==> config.mk <==
export PLATFORM = sky130hd
export DESIGN_NAME = arbitro_sumador_rr_flat
export DESIGN_NICKNAME = d
export VERILOG_FILES = /design/src/rtl/arbitro_sumador_rr_if.sv /design/src/rtl/arbitro_sumador_rr.sv /design/src/flat_wrapper.sv
export SDC_FILE = /design/constraint.sdc
export NUM_CORES = 1
export LEC_CHECK = 0
export CORE_ASPECT_RATIO = 0.6
export CORE_UTILIZATION = 47
export CTS_BUF_LIST = sky130_fd_sc_hd__clkbuf_2
export CTS_CLUSTER_SIZE = 20
export DETAILED_ROUTE_END_ITERATION = 10
export GPL_ROUTABILITY_DRIVEN = 0
export MAX_ROUTING_LAYER = met4
export PLACE_DENSITY_LB_ADDON = 0.2
export SLEW_MARGIN = 10
export SYNTH_ARGS = -nofsm -noshare
export SYNTH_HDL_FRONTEND = slang
export SYNTH_SLANG_ARGS = --single-unit
==> constraint.sdc <==
create_clock -name clk -period 3.4 [get_ports clk]
set_clock_uncertainty 0.15 [all_clocks]
set_input_delay 0.68 -clock clk [delete_from_list [all_inputs] [get_ports clk]]
set_output_delay 0.68 -clock clk [all_outputs]
set_load 0.05 [all_outputs]
==> src/rtl/arbitro_sumador_rr_if.sv <==
// Bus bundle for arbitro_sumador_rr: two requester ports, the shared
// external adder connection and the result handshake.
// slave  : view of the arbiter itself.
// master : view of the surrounding logic (requesters, adder, consumer).
interface arbitro_sumador_rr_if;
  logic       req0;
  logic [7:0] a0;
  logic [7:0] b0;
  logic       ci0;
  logic       gnt0;
  logic       req1;
  logic [7:0] a1;
  logic [7:0] b1;
  logic       ci1;
  logic       gnt1;
  logic [7:0] add_a;
  logic [7:0] add_b;
  logic       add_ci;
  logic [7:0] add_s;
  logic       add_co;
  logic [7:0] res_s;
  logic       res_co;
  logic       res_id;
  logic       res_valid;
  logic       res_ack;
  logic       busy;

  modport slave (
    input  req0, a0, b0, ci0, req1, a1, b1, ci1, add_s, add_co, res_ack,
    output gnt0, gnt1, add_a, add_b, add_ci, res_s, res_co, res_id,
           res_valid, busy
  );

  modport master (
    output req0, a0, b0, ci0, req1, a1, b1, ci1, add_s, add_co, res_ack,
    input  gnt0, gnt1, add_a, add_b, add_ci, res_s, res_co, res_id,
           res_valid, busy
  );
endinterface

==> src/rtl/arbitro_sumador_rr.sv <==
// Round-robin arbiter/sequencer sharing one external 8-bit ripple adder
// between two requesters. The winner's operands are captured, held on the
// adder for SETTLE_CYCLES cycles, then sum/carry are registered and offered
// through a valid/ack handshake tagged with the requester id.
// Optional build macro OPERAND_ISOLATION_EN: adder inputs are forced to zero
// outside the SETTLE state to stop adder toggling while idle/holding.
module arbitro_sumador_rr #(
  parameter int unsigned SETTLE_CYCLES = 2
) (
  input logic                  clk,
  input logic                  reset,
  arbitro_sumador_rr_if.slave  bus
);

  if ((SETTLE_CYCLES < 1) || (SETTLE_CYCLES > 15)) begin : g_settle_range_check
    $error("arbitro_sumador_rr: SETTLE_CYCLES must be within 1..15");
  end

  localparam logic [3:0] LP_CNT_LOAD = 4'(SETTLE_CYCLES - 1);

  typedef enum logic [1:0] {
    IDLE,
    SETTLE,
    DONE
  } state_t;

  state_t     r_state;
  logic       r_last_id;
  logic [7:0] r_op_a;
  logic [7:0] r_op_b;
  logic       r_op_ci;
  logic       r_op_id;
  logic [3:0] r_cnt;
  logic [7:0] r_res_s;
  logic       r_res_co;
  logic       r_res_id;
  logic       r_res_valid;

  logic       w_idle;
  logic       w_gnt0;
  logic       w_gnt1;

  // Grants are combinational in IDLE; reset masks them so every output is
  // quiet while reset is applied. On a tie the requester that did not win
  // last time is served.
  assign w_idle = (r_state == IDLE) && !reset;
  assign w_gnt0 = w_idle && bus.req0 && (!bus.req1 || r_last_id);
  assign w_gnt1 = w_idle && bus.req1 && (!bus.req0 || !r_last_id);

  // Arbitration, settle countdown and result handshake sequencing.
  always_ff @(posedge clk) begin
    if (reset) begin
      r_state     <= IDLE;
      r_last_id   <= 1'b1;
      r_op_a      <= '0;
      r_op_b      <= '0;
      r_op_ci     <= 1'b0;
      r_op_id     <= 1'b0;
      r_cnt       <= '0;
      r_res_s     <= '0;
      r_res_co    <= 1'b0;
      r_res_id    <= 1'b0;
      r_res_valid <= 1'b0;
    end else begin
      case (r_state)
        IDLE: begin
          if (w_gnt0) begin
            r_op_a    <= bus.a0;
            r_op_b    <= bus.b0;
            r_op_ci   <= bus.ci0;
            r_op_id   <= 1'b0;
            r_last_id <= 1'b0;
            r_cnt     <= LP_CNT_LOAD;
            r_state   <= SETTLE;
          end else if (w_gnt1) begin
            r_op_a    <= bus.a1;
            r_op_b    <= bus.b1;
            r_op_ci   <= bus.ci1;
            r_op_id   <= 1'b1;
            r_last_id <= 1'b1;
            r_cnt     <= LP_CNT_LOAD;
            r_state   <= SETTLE;
          end
        end
        SETTLE: begin
          if (r_cnt == '0) begin
            r_res_s     <= bus.add_s;
            r_res_co    <= bus.add_co;
            r_res_id    <= r_op_id;
            r_res_valid <= 1'b1;
            r_state     <= DONE;
          end else begin
            r_cnt <= r_cnt - 4'd1;
          end
        end
        DONE: begin
          if (bus.res_ack) begin
            r_res_valid <= 1'b0;
            r_state     <= IDLE;
          end
        end
        default: r_state <= IDLE;
      endcase
    end
  end

  assign bus.gnt0      = w_gnt0;
  assign bus.gnt1      = w_gnt1;
  assign bus.res_s     = r_res_s;
  assign bus.res_co    = r_res_co;
  assign bus.res_id    = r_res_id;
  assign bus.res_valid = r_res_valid;
  assign bus.busy      = (r_state != IDLE);

`ifdef OPERAND_ISOLATION_EN
  logic w_iso_pass;
  assign w_iso_pass = (r_state == SETTLE);
  assign bus.add_a  = w_iso_pass ? r_op_a  : '0;
  assign bus.add_b  = w_iso_pass ? r_op_b  : '0;
  assign bus.add_ci = w_iso_pass ? r_op_ci : 1'b0;
`else
  assign bus.add_a  = r_op_a;
  assign bus.add_b  = r_op_b;
  assign bus.add_ci = r_op_ci;
`endif

endmodule

==> src/flat_wrapper.sv <==
// flat-port wrapper written by rule: the top's interface ports become plain ports
module arbitro_sumador_rr_flat 
#(
  parameter int unsigned SETTLE_CYCLES = 2
)
  (clk, reset, bus_req0, bus_a0, bus_b0, bus_ci0, bus_req1, bus_a1, bus_b1, bus_ci1, bus_add_s, bus_add_co, bus_res_ack, bus_gnt0, bus_gnt1, bus_add_a, bus_add_b, bus_add_ci, bus_res_s, bus_res_co, bus_res_id, bus_res_valid, bus_busy);
  arbitro_sumador_rr_if bus_i ();
  input logic clk;
  input logic reset;
  input wire logic [$bits(bus_i.req0)-1:0] bus_req0;
  input wire logic [$bits(bus_i.a0)-1:0] bus_a0;
  input wire logic [$bits(bus_i.b0)-1:0] bus_b0;
  input wire logic [$bits(bus_i.ci0)-1:0] bus_ci0;
  input wire logic [$bits(bus_i.req1)-1:0] bus_req1;
  input wire logic [$bits(bus_i.a1)-1:0] bus_a1;
  input wire logic [$bits(bus_i.b1)-1:0] bus_b1;
  input wire logic [$bits(bus_i.ci1)-1:0] bus_ci1;
  input wire logic [$bits(bus_i.add_s)-1:0] bus_add_s;
  input wire logic [$bits(bus_i.add_co)-1:0] bus_add_co;
  input wire logic [$bits(bus_i.res_ack)-1:0] bus_res_ack;
  output wire logic [$bits(bus_i.gnt0)-1:0] bus_gnt0;
  output wire logic [$bits(bus_i.gnt1)-1:0] bus_gnt1;
  output wire logic [$bits(bus_i.add_a)-1:0] bus_add_a;
  output wire logic [$bits(bus_i.add_b)-1:0] bus_add_b;
  output wire logic [$bits(bus_i.add_ci)-1:0] bus_add_ci;
  output wire logic [$bits(bus_i.res_s)-1:0] bus_res_s;
  output wire logic [$bits(bus_i.res_co)-1:0] bus_res_co;
  output wire logic [$bits(bus_i.res_id)-1:0] bus_res_id;
  output wire logic [$bits(bus_i.res_valid)-1:0] bus_res_valid;
  output wire logic [$bits(bus_i.busy)-1:0] bus_busy;
  assign bus_i.req0 = bus_req0;
  assign bus_i.a0 = bus_a0;
  assign bus_i.b0 = bus_b0;
  assign bus_i.ci0 = bus_ci0;
  assign bus_i.req1 = bus_req1;
  assign bus_i.a1 = bus_a1;
  assign bus_i.b1 = bus_b1;
  assign bus_i.ci1 = bus_ci1;
  assign bus_i.add_s = bus_add_s;
  assign bus_i.add_co = bus_add_co;
  assign bus_i.res_ack = bus_res_ack;
  assign bus_gnt0 = bus_i.gnt0;
  assign bus_gnt1 = bus_i.gnt1;
  assign bus_add_a = bus_i.add_a;
  assign bus_add_b = bus_i.add_b;
  assign bus_add_ci = bus_i.add_ci;
  assign bus_res_s = bus_i.res_s;
  assign bus_res_co = bus_i.res_co;
  assign bus_res_id = bus_i.res_id;
  assign bus_res_valid = bus_i.res_valid;
  assign bus_busy = bus_i.busy;
  arbitro_sumador_rr #(.SETTLE_CYCLES(SETTLE_CYCLES)) u_core (.clk(clk), .reset(reset), .bus(bus_i));
endmodule
==> summary.txt <==
Place
  • HPWL after detailed placement: about 3.5 mm
  • Worst slack, placed: 0.5540 ns
  • Port bufs: 78

Clocking
  • Root Buffer: clkbuf_2
  • Clock Latency Late Sink: 0.37 ns
  • CTS resizes: 0
  • Postcts setup bufs: 0
  • Clk slew on worst S/H paths: 0.17 ns
  • CTS sink cnt: 36
  • Num CTS Buffers: 5
  • Clk buf depth: 2
  • CTS H-tree lvls: 2
  • # hold bufs at CTS: 0
  • Clock tree from TritonCTS: yes

Final layout
  • FILL cells: between 200 and 300
  • Nets: 323
  • Multi-input logic area: roughly 950 um^2
  • Final core utilization: between 70 and 80%
  • Area Overhead vs Synth: 46.15%
  • Ratio of cells with drive above 1 in the final layout: 12.73%
  • Commonest non-fill, non-tap cells in the layout: clkdlybuf4s50_1 (76), dfxtp_1 (36), a21oi_1 (28), nand4_1 (17), a311oi_1 (17)
  • Ant diodes: 0
  • Sequential cell area: 720.7 um^2
  • Most common cell after layout, fill and taps aside: clkdlybuf4s50_1

Die
  • I/O Pins: 79
  • Full die area: 0.004132 mm^2
  • Die height: roughly 50 um
  • Area of the core: 0.003680 mm^2
  • Initial core utilization: 49.44%
  • Die width: 82.32 um
  • Core Rows: 17

Global route
  • GRT Total Usage: about a quarter
  • Pin count of the biggest net entering global routing: 38
  • First-pass GRT wire length: a little over 8 mm
  • Vias in the first global route: 1712
  • Initial antenna violation count: 0
  • Gr ovfl total: 0

STA
  • Final hold violations: 0
  • Setup total negative slack: 0 ns
  • Worst hold margin: around 0.34 ns
  • Post-route setup slack: 0.5699 ns
  • Setup violators final: 0
  • Fmax: 353.3 MHz
  • Final Slew Violations: 0
  • Tightest Pin Transition: 0.7451 ns
  • Final critical-path share of the clock period: approximately 83%
  • Slew HR: 50.22%
  • Post-layout minimum cycle time: between 2 and 3 ns
  • RSZ-0062 raised after global routing: no

Detailed routing
  • Routed wire length: 5.115 mm
  • Via/cell ratio: 6.019
  • Via count: 1938
  • Final ANT Viol Nets: 0
  • DR DRC count: 0
  • Initial DRC count: 135
  • Pre-Repair DR Iteration Count: 4
  • DR WL/cell: approximately 16 um

Critical path
  • R2R Path End: u_core.bus.res_s[5]$_SDFFE_PP0P_
  • Data required, critical path: 2.57 ns
  • Endpoint type of the worst setup path: output pin
  • R2r startpoint: u_core.r_cnt[0]$_SDFFE_PP0P_
  • CP max FO: 3
  • CP cell instances: clkdlybuf4s50_1, or3_1, nor3_2, buf_12
  • Worst Path Arrival: ~2 ns
  • Crit path launch type: input port
  • Setup slack, reg-to-reg: approximately 1.4 ns
  • Kind of cell adding the most delay to the critical path: buffers and inverters
  • WP buf/inv: 2
  • FF-to-FF path depth: 6
  • Slowest stage delay, CP: 0.48 ns
  • Setup CP Type: input port to output pin
  • Slowest-stage cell, CP: clkdlybuf4s50_1

Synth
  • Synth area leader: dfxtp_1
  • Synth top area cells: dfxtp_1 (40%), a311oi_1 (8.2%), a21oi_1 (7.7%)
  • Simple-gate share of the synthesized area: about a fifth
  • Post-synthesis cell type count: 41
  • Ys Warns: 0
  • Post-synth top area share: 39.61%
  • Avg Cell Area, Syn: 8.918 um^2
  • Synth Cell Area: 0.001819 mm^2
  • Synth Area in Adders: 0.6878%
  • Seq/Total Area, Yosys: 39.61%
  • Mux contribution to synthesized area: 0%
  • Largest family of logic cells by synthesized area: compound AO/OA/AOI/OAI gates
  • Compound-cell area share of the yosys netlist: 32.46%
  • Syn nets: roughly 250
  • Yosys reg bits: 36
  • Cells after Synth: 204
  • Synth Area in XOR/XNOR: 0%

Hold path
  • Min-delay worst type: flop to flop
  • Hold depth: 2
  • Worst Hold End: u_core.bus.res_id$_SDFFE_PP0P_
  • Hold path start: u_core.r_op_id$_SDFFE_PP0P_

Pwr
  • P_leak: 0.0008928 uW
  • Max VDD drop: 267.4 uV
  • Final Total Pwr: 1092 uW
  • PwrDens: 410.8 mW/mm^2

Flow run
  • Max-cap violations: 0

Status
  • Status: finished, final reports clean
==> where the power goes <==
part | internal [uW] | switching, uW | total (uW)
clock | 55.1 | 140 | 195
sequential | 457 | 22.9 | 480
combinational | 167 | 250 | 417
total | 679 | 413 | 1090
==> worst register-to-register path, stage by stage, from the launching register on <==
cell,delay (ns)
dfxtp_1,0.34
inv_1,0.09
ha_1,0.20
nor3b_1,0.64
buf_4,0.29
nand3_1,0.09
a21oi_1,0.15
==> stage by stage <==
| stage | instance area [um^2] | instances |
|---|---|---|
| after floorplan | 1819 | 204 |
| after global placement | 2620 | 314 |
| after detailed placement | 2620 | 314 |
| after CTS | 2659 | 322 |
| after global routing | 2659 | 322 |
| final | 2659 | 322 |
==> flip-flops by register name (all words and copies together) (netlist names), 2 cells and up <==
name              cells
u_core.r_cnt          4
u_core.r_state        2
u_core.bus.add_b      8
u_core.bus.res_s      8
u_core.bus.add_a      8
==> cell families after synthesis <==
logic type | Yosys count
buffers and inverters | 29
AO/OA/AOI/OAI | 83
adder cells (fa/ha/maj) | 1
AND/OR/NAND/NOR | 55
flip-flops | 36
==> how the worst max path moves through the flow <==
stage,start,endpoint,cells past startpoint
after global placement,reset,bus_gnt0,4
after floorplan,reset,bus_gnt0,4
after global routing,reset,bus_gnt0,4
after detailed placement,reset,bus_gnt0,4
after CTS,reset,bus_gnt0,4
final,reset,bus_gnt0,4
==> cell usage after synthesis (all sizes together) <==
cell	number
a22oi	2
ha	1
a2111oi	1
nand2b	2
or4	1
dfxtp	36
o31ai	17
nand4b	1
o211ai	2
clkinv	1
nor2b	4
a311oi	17
inv	4
nand3	11
or3b	2
nor3b	1
or3	2
nor3	4
or2	2
nand4	17
a21oi	28
o21ai	11
a211oi	1
clkbuf	9
a31o	1
buf	15
nand3b	1
nand2	1
nor2	4
a31oi	3
and3	1
nor4	1
==> layout make-up <==
type,instances,area share [%]
timing repair buffer,87,32.66
sequential,36,27.11
inverter,5,0.7059
clock inverter,1,0.1412
clock buffer,7,1.318
tap,47,2.212
multi-input combinational,139,35.86
==> metal layers <==
metal	share of wire [%]	global-route usage (%)	vias to the layer above
li1	-	-	938
met1	48	39.01	892
met2	41	36.09	99
met3	10	5.455	9
met4	1.1	6.433	0
met5	0	-	-
(Power assumes the default switching activity.)
